## src/rtl/avg_pool_sched_pkg.sv

```systemverilog
// Shared types and constants for the average-pool scheduler.
// Latency: n/a (package only).
// Backpressure: n/a (package only).
package avg_pool_sched_pkg;

    // Width of attention activations carried through the pool path.
    localparam int att_width = 16;

    typedef enum logic [2:0] {
        IDLE,
        FETCH,
        DRAIN,
        WAIT_END,
        WRITE,
        GAP,
        DONE
    } avg_pool_sched_state_t;

endpackage

```

## src/rtl/avg_pool_sched.sv

```systemverilog
// Sequences the shared average-pool unit over an N_TOK x N_CH tile of attention outputs.
// Latency: N_TOK+4 cycles per channel (N_TOK+3 for the last) plus any pool wait, then a done pulse.
// Backpressure: none toward the buffers; the pool unit stalls the sequence by withholding pool_end.
//
// Ports: clk/rstn; start/busy/done/err toward the layer sequencer; mem_rd_en/mem_rd_addr/mem_rd_data
// token-buffer read port (data one cycle after the strobe); pool_en/pool_din/pool_end/pool_dout pool
// unit; res_we/res_addr/res_data result-buffer write port.
// Optional: define AVG_POOL_SCHED_TIMEOUT_EN to bound WAIT_END at TIMEOUT cycles; on expiry err is set
// and a zero result is written. Without it err is tied low and WAIT_END waits indefinitely.
module avg_pool_sched
    import avg_pool_sched_pkg::*;
#(
    parameter int N_TOK   = 4,
    parameter int N_CH    = 16,
    parameter int ADDR_W  = $clog2(N_TOK * N_CH),
    parameter int CH_W    = (N_CH > 1) ? $clog2(N_CH) : 1,
    parameter int TIMEOUT = 64
) (
    input  logic                 clk,
    input  logic                 rstn,
    input  logic                 start,
    output logic                 busy,
    output logic                 done,
    output logic                 err,
    output logic                 mem_rd_en,
    output logic [ADDR_W-1:0]    mem_rd_addr,
    input  logic [att_width-1:0] mem_rd_data,
    output logic                 pool_en,
    output logic [att_width-1:0] pool_din,
    input  logic                 pool_end,
    input  logic [att_width-1:0] pool_dout,
    output logic                 res_we,
    output logic [CH_W-1:0]      res_addr,
    output logic [att_width-1:0] res_data
);

    localparam int TOK_W = (N_TOK > 1) ? $clog2(N_TOK) : 1;

    avg_pool_sched_state_t state_q, state_d;
    logic [TOK_W-1:0]      tok_q, tok_d;
    logic [CH_W-1:0]       ch_q, ch_d;
    logic                  busy_q, busy_d;
    logic                  done_q, done_d;
    logic                  mem_rd_en_q, mem_rd_en_d;
    logic [ADDR_W-1:0]     mem_rd_addr_q, mem_rd_addr_d;
    logic                  pool_en_q, pool_en_d;
    logic                  res_we_q, res_we_d;
    logic [CH_W-1:0]       res_addr_q, res_addr_d;
    logic [att_width-1:0]  res_data_q, res_data_d;
    logic [att_width-1:0]  wr_val;

`ifdef AVG_POOL_SCHED_TIMEOUT_EN
    localparam int WT_W = $clog2(TIMEOUT + 1);
    logic [WT_W-1:0] wt_q, wt_d;
    logic            err_q, err_d;
`endif

    always_comb begin
        state_d = state_q;
        tok_d   = tok_q;
        ch_d    = ch_q;
        wr_val  = '0;
`ifdef AVG_POOL_SCHED_TIMEOUT_EN
        err_d   = err_q;
        wt_d    = '0;
`endif
        case (state_q)
            IDLE: begin
                if (start) begin
                    state_d = FETCH;
                    ch_d    = '0;
                    tok_d   = '0;
`ifdef AVG_POOL_SCHED_TIMEOUT_EN
                    err_d   = 1'b0;
`endif
                end
            end
            FETCH: begin
                if (tok_q == TOK_W'(N_TOK - 1)) begin
                    state_d = DRAIN;
                end else begin
                    tok_d = tok_q + 1'b1;
                end
            end
            DRAIN: state_d = WAIT_END;
            WAIT_END: begin
                if (pool_end) begin
                    wr_val  = pool_dout;
                    state_d = WRITE;
                end
`ifdef AVG_POOL_SCHED_TIMEOUT_EN
                else if (wt_q == WT_W'(TIMEOUT - 1)) begin
                    // Give up on this channel: flag it and write a zero result.
                    err_d   = 1'b1;
                    state_d = WRITE;
                end else begin
                    wt_d = wt_q + 1'b1;
                end
`endif
            end
            WRITE: begin
                if (ch_q == CH_W'(N_CH - 1)) begin
                    state_d = DONE;
                end else begin
                    ch_d    = ch_q + 1'b1;
                    tok_d   = '0;
                    state_d = GAP;
                end
            end
            // One idle cycle so the pool sees pool_en fall between channels.
            GAP:     state_d = FETCH;
            DONE:    state_d = IDLE;
            default: state_d = IDLE;
        endcase

        // Outputs are decoded from the next state so they leave flops aligned with the state.
        busy_d        = (state_d != IDLE) && (state_d != DONE);
        done_d        = (state_d == DONE);
        mem_rd_en_d   = (state_d == FETCH);
        mem_rd_addr_d = mem_rd_en_d ? ADDR_W'(int'(tok_d) * N_CH + int'(ch_d)) : '0;
        // Read data lands one cycle after the strobe, so the enable follows it by one cycle.
        pool_en_d     = mem_rd_en_q;
        res_we_d      = (state_d == WRITE);
        res_addr_d    = res_we_d ? ch_d : '0;
        res_data_d    = res_we_d ? wr_val : '0;
    end

    always_ff @(posedge clk or negedge rstn) begin
        if (!rstn) begin
            state_q       <= IDLE;
            tok_q         <= '0;
            ch_q          <= '0;
            busy_q        <= 1'b0;
            done_q        <= 1'b0;
            mem_rd_en_q   <= 1'b0;
            mem_rd_addr_q <= '0;
            pool_en_q     <= 1'b0;
            res_we_q      <= 1'b0;
            res_addr_q    <= '0;
            res_data_q    <= '0;
        end else begin
            state_q       <= state_d;
            tok_q         <= tok_d;
            ch_q          <= ch_d;
            busy_q        <= busy_d;
            done_q        <= done_d;
            mem_rd_en_q   <= mem_rd_en_d;
            mem_rd_addr_q <= mem_rd_addr_d;
            pool_en_q     <= pool_en_d;
            res_we_q      <= res_we_d;
            res_addr_q    <= res_addr_d;
            res_data_q    <= res_data_d;
        end
    end

`ifdef AVG_POOL_SCHED_TIMEOUT_EN
    always_ff @(posedge clk or negedge rstn) begin
        if (!rstn) begin
            wt_q  <= '0;
            err_q <= 1'b0;
        end else begin
            wt_q  <= wt_d;
            err_q <= err_d;
        end
    end
    assign err = err_q;
`else
    assign err = 1'b0;
`endif

    assign busy        = busy_q;
    assign done        = done_q;
    assign mem_rd_en   = mem_rd_en_q;
    assign mem_rd_addr = mem_rd_addr_q;
    assign pool_en     = pool_en_q;
    // Token buffer output is already registered; gating keeps the bus quiet outside bursts.
    assign pool_din    = pool_en_q ? mem_rd_data : '0;
    assign res_we      = res_we_q;
    assign res_addr    = res_addr_q;
    assign res_data    = res_data_q;

endmodule

```

## config.mk

```make
export PLATFORM = sky130hd
export DESIGN_NAME = avg_pool_sched
export DESIGN_NICKNAME = d
export VERILOG_FILES = /design/src/rtl/avg_pool_sched_pkg.sv /design/src/rtl/avg_pool_sched.sv
export SDC_FILE = /design/constraint.sdc
export NUM_CORES = 1
export LEC_CHECK = 0
export ABC_AREA = 1
export BUFFER_PORTS_ARGS = -buffer_cell sky130_fd_sc_hd__buf_4
export CAP_MARGIN = 20
export CORE_MARGIN = 4
export CORE_UTILIZATION = 25
export DETAILED_ROUTE_END_ITERATION = 6
export MAX_ROUTING_LAYER = met4
export PLACE_DENSITY = 0.58
export SLEW_MARGIN = 10
export SYNTH_ARGS = -nofsm -noshare
export SYNTH_HDL_FRONTEND = slang
export SYNTH_SLANG_ARGS = --single-unit
```

## constraint.sdc

```tcl
create_clock -name clk -period 1.9 [get_ports clk]
set_clock_uncertainty 0.05 [all_clocks]
set_input_delay 0.19 -clock clk [delete_from_list [all_inputs] [get_ports clk]]
set_output_delay 0.19 -clock clk [all_outputs]
set_load 0.02 [all_outputs]
```

Word-level counts from Yosys, hierarchy flattened:

Index checks and enable logic that the tools add are counted.

* bits of input ports: 36
* logic and storage cells: 46
* register bits: 40
* latch bits: 0
* bits in read-only memories: 0
* RAM bits: 0
* output and inout bits: 48
* memories: 0

* order comparisons: 0
* divide/modulo/power cells: 0
* bitwise operators: 0
* multiply operators: 0
* reductions and logical operators: 3
* add/subtract/negate cells: 3
* equality and inequality tests: 11
* shift-type cells: 0
* multiplexer cells: 18

Operators by type and width (count)
* two-way mux 16 bit: 4
* one-hot mux 3 bit (6 select lines): 1
* equality test 3 bit (second input constant): 4
* two-way mux 4 bit: 3
* two-way mux 3 bit: 3
* two-way mux 2 bit: 4
* one-hot mux 4 bit (2 select lines): 1
* adder 6 x 4 -> 6 bit: 1
* equality test 3 x 1 -> 1 bit (second input constant): 2
* equality test 3 x 2 -> 1 bit (second input constant): 2
* two-way mux 6 bit: 1
* one-hot mux 2 bit (3 select lines): 1
* adder 4 x 1 -> 4 bit (second input constant): 1
* equality test 4 bit (second input constant): 1
* logical NOT 3 bit: 1
* inequality test 3 bit (second input constant): 1
* nonzero test 3 bit: 1
* adder 2 x 1 -> 2 bit (second input constant): 1
* equality test 2 bit (second input constant): 1
* logical AND 1 bit: 1

Longest topological paths before layout:

Gate-level depths: netlist of run 1.

* depth after elaboration: 5
* gate-level depth with buffers: 9
* gate-level depth less buffers: 9

Least setup slack after synthesis of run 1:

Ideal clock, no wire load.

* kind: register to output
* from: register pool_en_q, in the netlist pool_en
* to: output port pool_din[10]
* arrival time: 1.157 ns
* slack: 0.503 ns
* buffers on the path: 2
* required time: 1.660 ns
* stages on the path, launching flop included: 5
* path through: dfrtp_1 clkbuf_1 clkbuf_1 nand2_1 inv_1

* word-level cells in the longest chain between the ends: 1

Ends and longest elaborated chain
* start, declared: RTL line avg_pool_sched.sv:46 `logic pool_en_q, pool_en_d;`
* start signal, assigned: RTL line avg_pool_sched.sv:149 `pool_en_q <= pool_en_d;`
* two-way mux 16 bit: RTL line avg_pool_sched.sv:177 `assign pool_din = pool_en_q ? mem_rd_data : '0;`
* end, declared: RTL line avg_pool_sched.sv:29 `output logic [att_width-1:0] pool_din,`

No other way between the ends.

Worst setup path after layout of run 1:

* from: register ch_q[0]
* to: register mem_rd_addr_q[3], in the netlist mem_rd_addr[3]

* word-level cells in the longest chain between the ends: 5
* elaborated cells on any way between the ends: 10
* those cells by class: add/sub (2); eq/ne (2); mux (6)

Ends and longest elaborated chain
* start, declared: RTL line avg_pool_sched.sv:41 `logic [CH_W-1:0] ch_q, ch_d;`
* start signal, assigned: RTL line avg_pool_sched.sv:144 `ch_q <= ch_d;`
* equality test 4 bit: RTL line avg_pool_sched.sv:102 `if (ch_q == CH_W'(N_CH - 1)) begin`
* two-way mux 2 bit: RTL line avg_pool_sched.sv:102
* one-hot mux 3 bit (6 select lines): RTL line avg_pool_sched.sv:67 `case (state_q)`
* named net state_d[1]: RTL line avg_pool_sched.sv:39 `avg_pool_sched_state_t state_q, state_d;`
* equality test 3 x 1 -> 1 bit: RTL line avg_pool_sched.sv:119 `mem_rd_en_d = (state_d == FETCH);`
* two-way mux 6 bit: RTL line avg_pool_sched.sv:120 `mem_rd_addr_d = mem_rd_en_d ? ADDR_W'(int'(tok_d) * N_CH + int'(ch_d)) : '0;`
* named net mem_rd_addr_d[3]: RTL line avg_pool_sched.sv:45 `logic [ADDR_W-1:0] mem_rd_addr_q, mem_rd_addr_d;`
* end signal, assigned: RTL line avg_pool_sched.sv:148 `mem_rd_addr_q <= mem_rd_addr_d;`
* end, declared: RTL line avg_pool_sched.sv:45

The timed path passes the listed nets, and every way through them passes these cells.

==> flow_summary.ini, run 1 <==
[global_route]
grt_first_pass_wirelength_mm = 6.64
grt_util_all_layers_pct = 10.3
antenna_found_initial = 0
grt_overflow = 0
grt_pass1_vias = 1466
grt_max_degree = 41

[clocking]
cts_root_buf = clkbuf_8
cts_buffer_depth = 2
htreeDepth = 2
worstSkewPairLatency_ns = 0.28
cts_sinks = 40
clk_pin_slew_worst_paths_ns = 0.07
ctsResizeCount = 0
cts_tree = built
cts_made_buffers = 5

[layout]
area_delta_synth_final_pct = 48.1
drive_gt1_share_pct = 36.5
diodes = 0
instances_no_fill = 362
fin_nets = 322
finish.utilization_pct = 39.2

[logic_synthesis]
async_reset_ff_share_pct = 100
synth_top_area_share_pct = 58.3
ys_ff_latch = 40
yosys.area.top_type = dfrtp_1
synth_top_family_by_area = simple AND/OR/NAND/NOR gates
seq_area_frac_synth_pct = 58.3
synth_compound_area_share_pct = 1.89
ys_top_cells_by_area = dfrtp_1, inv_1, nor2_1, nand2_1, nand3_1
synth_edf_count = 0
yosys_warnings = 0
synth_fa_ha_area_share_pct = 0.728
synth_simple_gate_area_share_pct = 25.9
synth-xor-area-share_pct = 0
synthTopCellsByCount = inv_1, dfrtp_1, nor2_1
synthCells = 200
syn-num-nets = 237
synth.distinct_cells = 20
synth.area.mux_share_pct = 0
syn_area_per_cell_um2 = 8.59
synth_flop_cell = dfrtp_1
yosysMostFrequentCell = inv_1
syn_area_um2 = 1720

[min_path]
min_path_type = input pin to register
whs_endpoint = res_data[14]
hold_start = pool_dout[14]
hold_depth = 3

[placed_design]
io_buffers = 82
globalplace.congestion = 0.823
dpl.hpwl_mm = 3.15
dp_cells = 354

[power_and_ir_drop]
pwr-share-clk_pct = 23.7
swShare_pct = 38.5
pwr-share-comb_pct = 41.2
power_density_nw_per_um2 = 1310
p_seq_share_pct = 35.1
switchingPower_mw = 1.28
cellInternalPower_mw = 2.06
ir_drop_uv = 566
p_leak_nw = 1.57

[sta]
fin_crit_ns = 1.54
max_slew.worst_pin.slew_ns = 0.578
hold_viol_final = 0
slew_headroom_pct = 61.4
setup_viol = 0
tns_ns = 0
drv_slew = 0
fmax_mhz = 649
rsz0062_at_grt = no
period_share_pct = 81.0

[drt]
drc = 0
wl_per_cell_um = 11.1
drt_iter0_drc = 41
num_vias = 1472
ant_nets = 0
vias_per_cell = 4.07
wl_mm = 4.04
firstDrtPassIters = 4

[die]
ioPinCount = 84
num_rows = 29
coreArea_um2 = 6490
die_w_um = 90.9
initial_utilization_pct = 26.4
die_h_um = 90.9
die-area_um2 = 8260

[critical_path]
critical_path.endpoint_type = register
worstSetupPathType = register to register
start_kind = register
r2r-end = mem_rd_addr[3]
worstPathArrival_ns = 1.71
reg2reg_slack_ns = 0.36
required_ns = 2.07
reg2reg_depth = 8
rr_startpoint = ch_q[0]
path_max_fanout = 7

[run]
max_cap_violations = 0

[status]
status = finished, final reports clean
==> worst max-delay path by stage <==
stage / end / start / cells past startpoint
finish: mem_rd_addr[3] / ch_q[0] / 8
CTS: mem_rd_addr[3] / ch_q[0] / 8
global route: res_addr[0] / ch_q[0] / 6
detailed placement: mem_rd_addr[3] / ch_q[0] / 8
floorplan: pool_din[10] / pool_en / 4
global placement: mem_rd_addr[3] / ch_q[0] / 8
==> cell type report <==
cell class / count / area (um^2)
fillers: 699 / 3950
flip-flops and latches: 40 / 1000
repair buffers: 83 / 626
multi-input cells: 102 / 493
inverters: 53 / 199
well taps: 77 / 96.3
clock buffers: 5 / 68.8
clock inverters: 2 / 60.1
==> timing repair <==
| action | 4_1_cts | 5_1_grt |
|---|---|---|
| endpoints found under the hold margin | 40 | 0 |
| hold buffers | 1 | 0 |
| buffers inserted | 0 | 0 |
| setup endpoints to repair | 0 | 0 |
==> metal layers <==
metal  vias to the layer above  track usage (%)  part of all wire (%)
li1                        742                -                     -
met1                       658             10.7                    40
met2                        67             17.2                    48
met3                         5             5.25                    11
met4                         0             2.89                   1.1
met5                         -                -                     0
==> registers in the layout (all words and copies together) (netlist names), 2 cells and up <==
signal	flops
res_data	16
mem_rd_addr	6
ch_q	4
res_addr	4
state_q	3
tok_q	2
==> placed cells by master (no fill, tap or decap), types with 2 or more instances in the layout <==
| cell | instances |
|---|---|
| buf_4 | 82 |
| inv_2 | 3 |
| nand2_2 | 4 |
| nand3_2 | 2 |
| nand3_1 | 12 |
| o21ai_0 | 5 |
| bufinv_16 | 2 |
| nor2_1 | 36 |
| nor2_4 | 4 |
| nand2_1 | 32 |
| inv_1 | 50 |
| dfrtp_1 | 40 |
| clkbuf_8 | 5 |
==> metrics by stage <==
| step | instance area, um^2 | power [mW] | worst slack [ns] | hold slack, ns |
|---|---|---|---|---|
| 6_report | 2540 | 3.34 | 0.360 | 0.0621 |
| 5_1_grt | 2540 | 3.61 | 0.193 | 0.0486 |
| 4_1_cts | 2540 | 3.40 | 0.346 | 0.0508 |
| 3_5_place_dp | 2400 | 2.59 | 0.355 | 0.149 |
| 3_3_place_gp | 2400 | 2.57 | 0.364 | 0.147 |
| 2_1_floorplan | 1720 | 2.07 | 0.503 | -0.156 |
==> kinds of logic after synthesis <==
| logic type | count (synthesis) |
|---|---|
| adders and majority gates | 1 |
| and+or+nand+nor | 94 |
| DFF | 40 |
| other | 1 |
| AOI/OAI and AO/OA | 6 |
| buffers and inverters | 58 |
==> power by group through the flow <==
| stage | logic (mW) | registers (mW) | clock network, mW |
|---|---|---|---|
| finish | 1.38 | 1.17 | 0.791 |
| detailed placement | 1.40 | 1.19 | 0 |
| floorplan | 0.810 | 1.26 | 0 |
| global route | 1.55 | 1.21 | 0.857 |
| CTS | 1.40 | 1.18 | 0.816 |
| global placement | 1.38 | 1.19 | 0 |
==> critical path, cell delays in order (launching register included) <==
cell	delay (ns)
dfrtp_1	0.41
ha_1	0.23
nand3_1	0.11
inv_1	0.11
nand2_2	0.10
nand3_2	0.09
inv_1	0.12
nand3_4	0.13
nor2_1	0.13
Power figures use the tool's default switching activity.
==> inputs of run 2 (changes only) <==
Clock period 1.9 ns to 1.6 ns, I/O delays scaled along.
==> flow_summary.ini, run 2 (synthesis results as in run 1) <==
[clocking]
htreeDepth = 2
worstSkewPairLatency_ns = 0.28
cts_root_buf = clkbuf_8
clk_pin_slew_worst_paths_ns = 0.08
cts_made_buffers = 5
cts_sinks = 40
cts_tree = built
cts_buffer_depth = 2

[global_route]
antenna_found_initial = 0
grt_overflow = 0
met3_usage_pct = 3.92
grt_first_pass_wirelength_mm = 6.52
grt_pass1_vias = 1428
grt_util_all_layers_pct = 10.1
busiest_layer = met2
grt_max_degree = 41
gr-usage-met2_pct = 16.1
met1_usage_pct = 11.8

[die]
initial_utilization_pct = 26.4
coreArea_um2 = 6490
ioPinCount = 84
die-area_um2 = 8260
die_h_um = 90.9
num_rows = 29
die_w_um = 90.9

[layout]
ff_latch_area_um2 = 1000
diodes = 0
area_delta_synth_final_pct = 48.5
mostFrequentLayoutCells = buf_4, inv_1, dfrtp_1
largest_register_ffs = 16
instances_no_fill = 363
final_common_cell = buf_4
fin_nets = 323
drive_gt1_share_pct = 37.4
multiInputGateArea_um2 = 493
finish.utilization_pct = 39.3
final_cell_area_um2 = 2550
fillers = 672

[sta]
fin_crit_ns = 1.46
hold_slack_ns = 0.0336
rsz0062_at_grt = no
setup_viol = 0
drv_slew = 0
max_slew.worst_pin.slew_ns = 0.503
fmax_mhz = 683
slew_headroom_pct = 66.4
period_share_pct = 91.4
setup_slack_ns = 0.137
hold_viol_final = 0
tns_ns = 0

[critical_path]
worstSetupPathType = register to register
required_ns = 1.76
worst-path-stages = 8
critPathSlowestCell = dfrtp_1
cpLargestDelayFamily = simple AND/OR/NAND/NOR gates
start_kind = register
critical_path.endpoint_type = register
reg2reg_depth = 8
reg2reg_slack_ns = 0.14
path_max_fanout = 7
cp_num_buf_inv = 1
path_cells = ha_1 -> nand3_1 -> inv_2 -> nor2_4 -> nor2_4 -> nand2_2 -> nand3_4 -> nor2_1
crit_top_cell = nor2_4
max_stage_delay_ns = 0.41
worstPathArrival_ns = 1.63

[status]
status = finished, final reports clean

[drt]
drc = 0
wl_per_cell_um = 11.1
vias_per_cell = 4.00
wl_mm = 4.02
num_vias = 1452
firstDrtPassIters = 4
ant_nets = 0
drt_iter0_drc = 91

[placed_design]
dp_cells = 355
dpl_cell_area_um2 = 2410
globalplace.congestion = 0.805
pre_cts_slack_ns = 0.116
io_buffers = 82
dpl.hpwl_mm = 3.13

[run]
max_cap_violations = 0

[min_path]
min_path_type = input pin to register
hold_depth = 3

[power_and_ir_drop]
p_leak_nw = 1.58
ir_drop_uv = 718
total_power_mw = 3.97
power_density_nw_per_um2 = 1560
## run 2: final timing paths
kind                              start        endpoint
min in group asynchronous          rstn        tok_q[0]
hold / removal             pool_dout[1]     res_data[1]
hold reg to reg               mem_rd_en         pool_en
max in group asynchronous          rstn      state_q[2]
setup reg to reg                ch_q[0]  mem_rd_addr[5]
setup / recovery                ch_q[0]  mem_rd_addr[5]
## run 2: repair_timing
item / CTS / global route
hold endpoints to repair: 40 / 0
buffers inserted: 0 / 0
resized for setup: 0 / 3
hold buffers: 1 / 0
setup endpoints to repair: 0 / 9
## run 2: worst reg2reg max path: cells and delay by family (launching register included)
family | cells | cell delay (ns)
flops | 1 | 0.41
simple gates | 6 | 0.64
buf+inv | 1 | 0.07
fa+ha+maj | 1 | 0.23
## run 2: area by class of cell
| type | instances | area share (%) |
|---|---|---|
| tap | 77 | 3.78 |
| clock inverter | 2 | 2.35 |
| clock buffer | 5 | 2.70 |
| multi-input combinational | 102 | 19.3 |
| sequential | 40 | 39.2 |
| inverter | 53 | 7.80 |
| timing repair buffer | 84 | 24.8 |
## run 2: routing by layer
layer  up-vias  part of all wire [%]
li1        742                     -
met2        60                    47
met4         0                  0.77
met5         -                     0
met3         6                   8.7
met1       644                    43
## run 2: power breakdown
group	switching (mW)	internal (mW)	total, mW
registers	0.182	1.21	1.39
logic	1.01	0.619	1.63
clock network	0.329	0.614	0.943
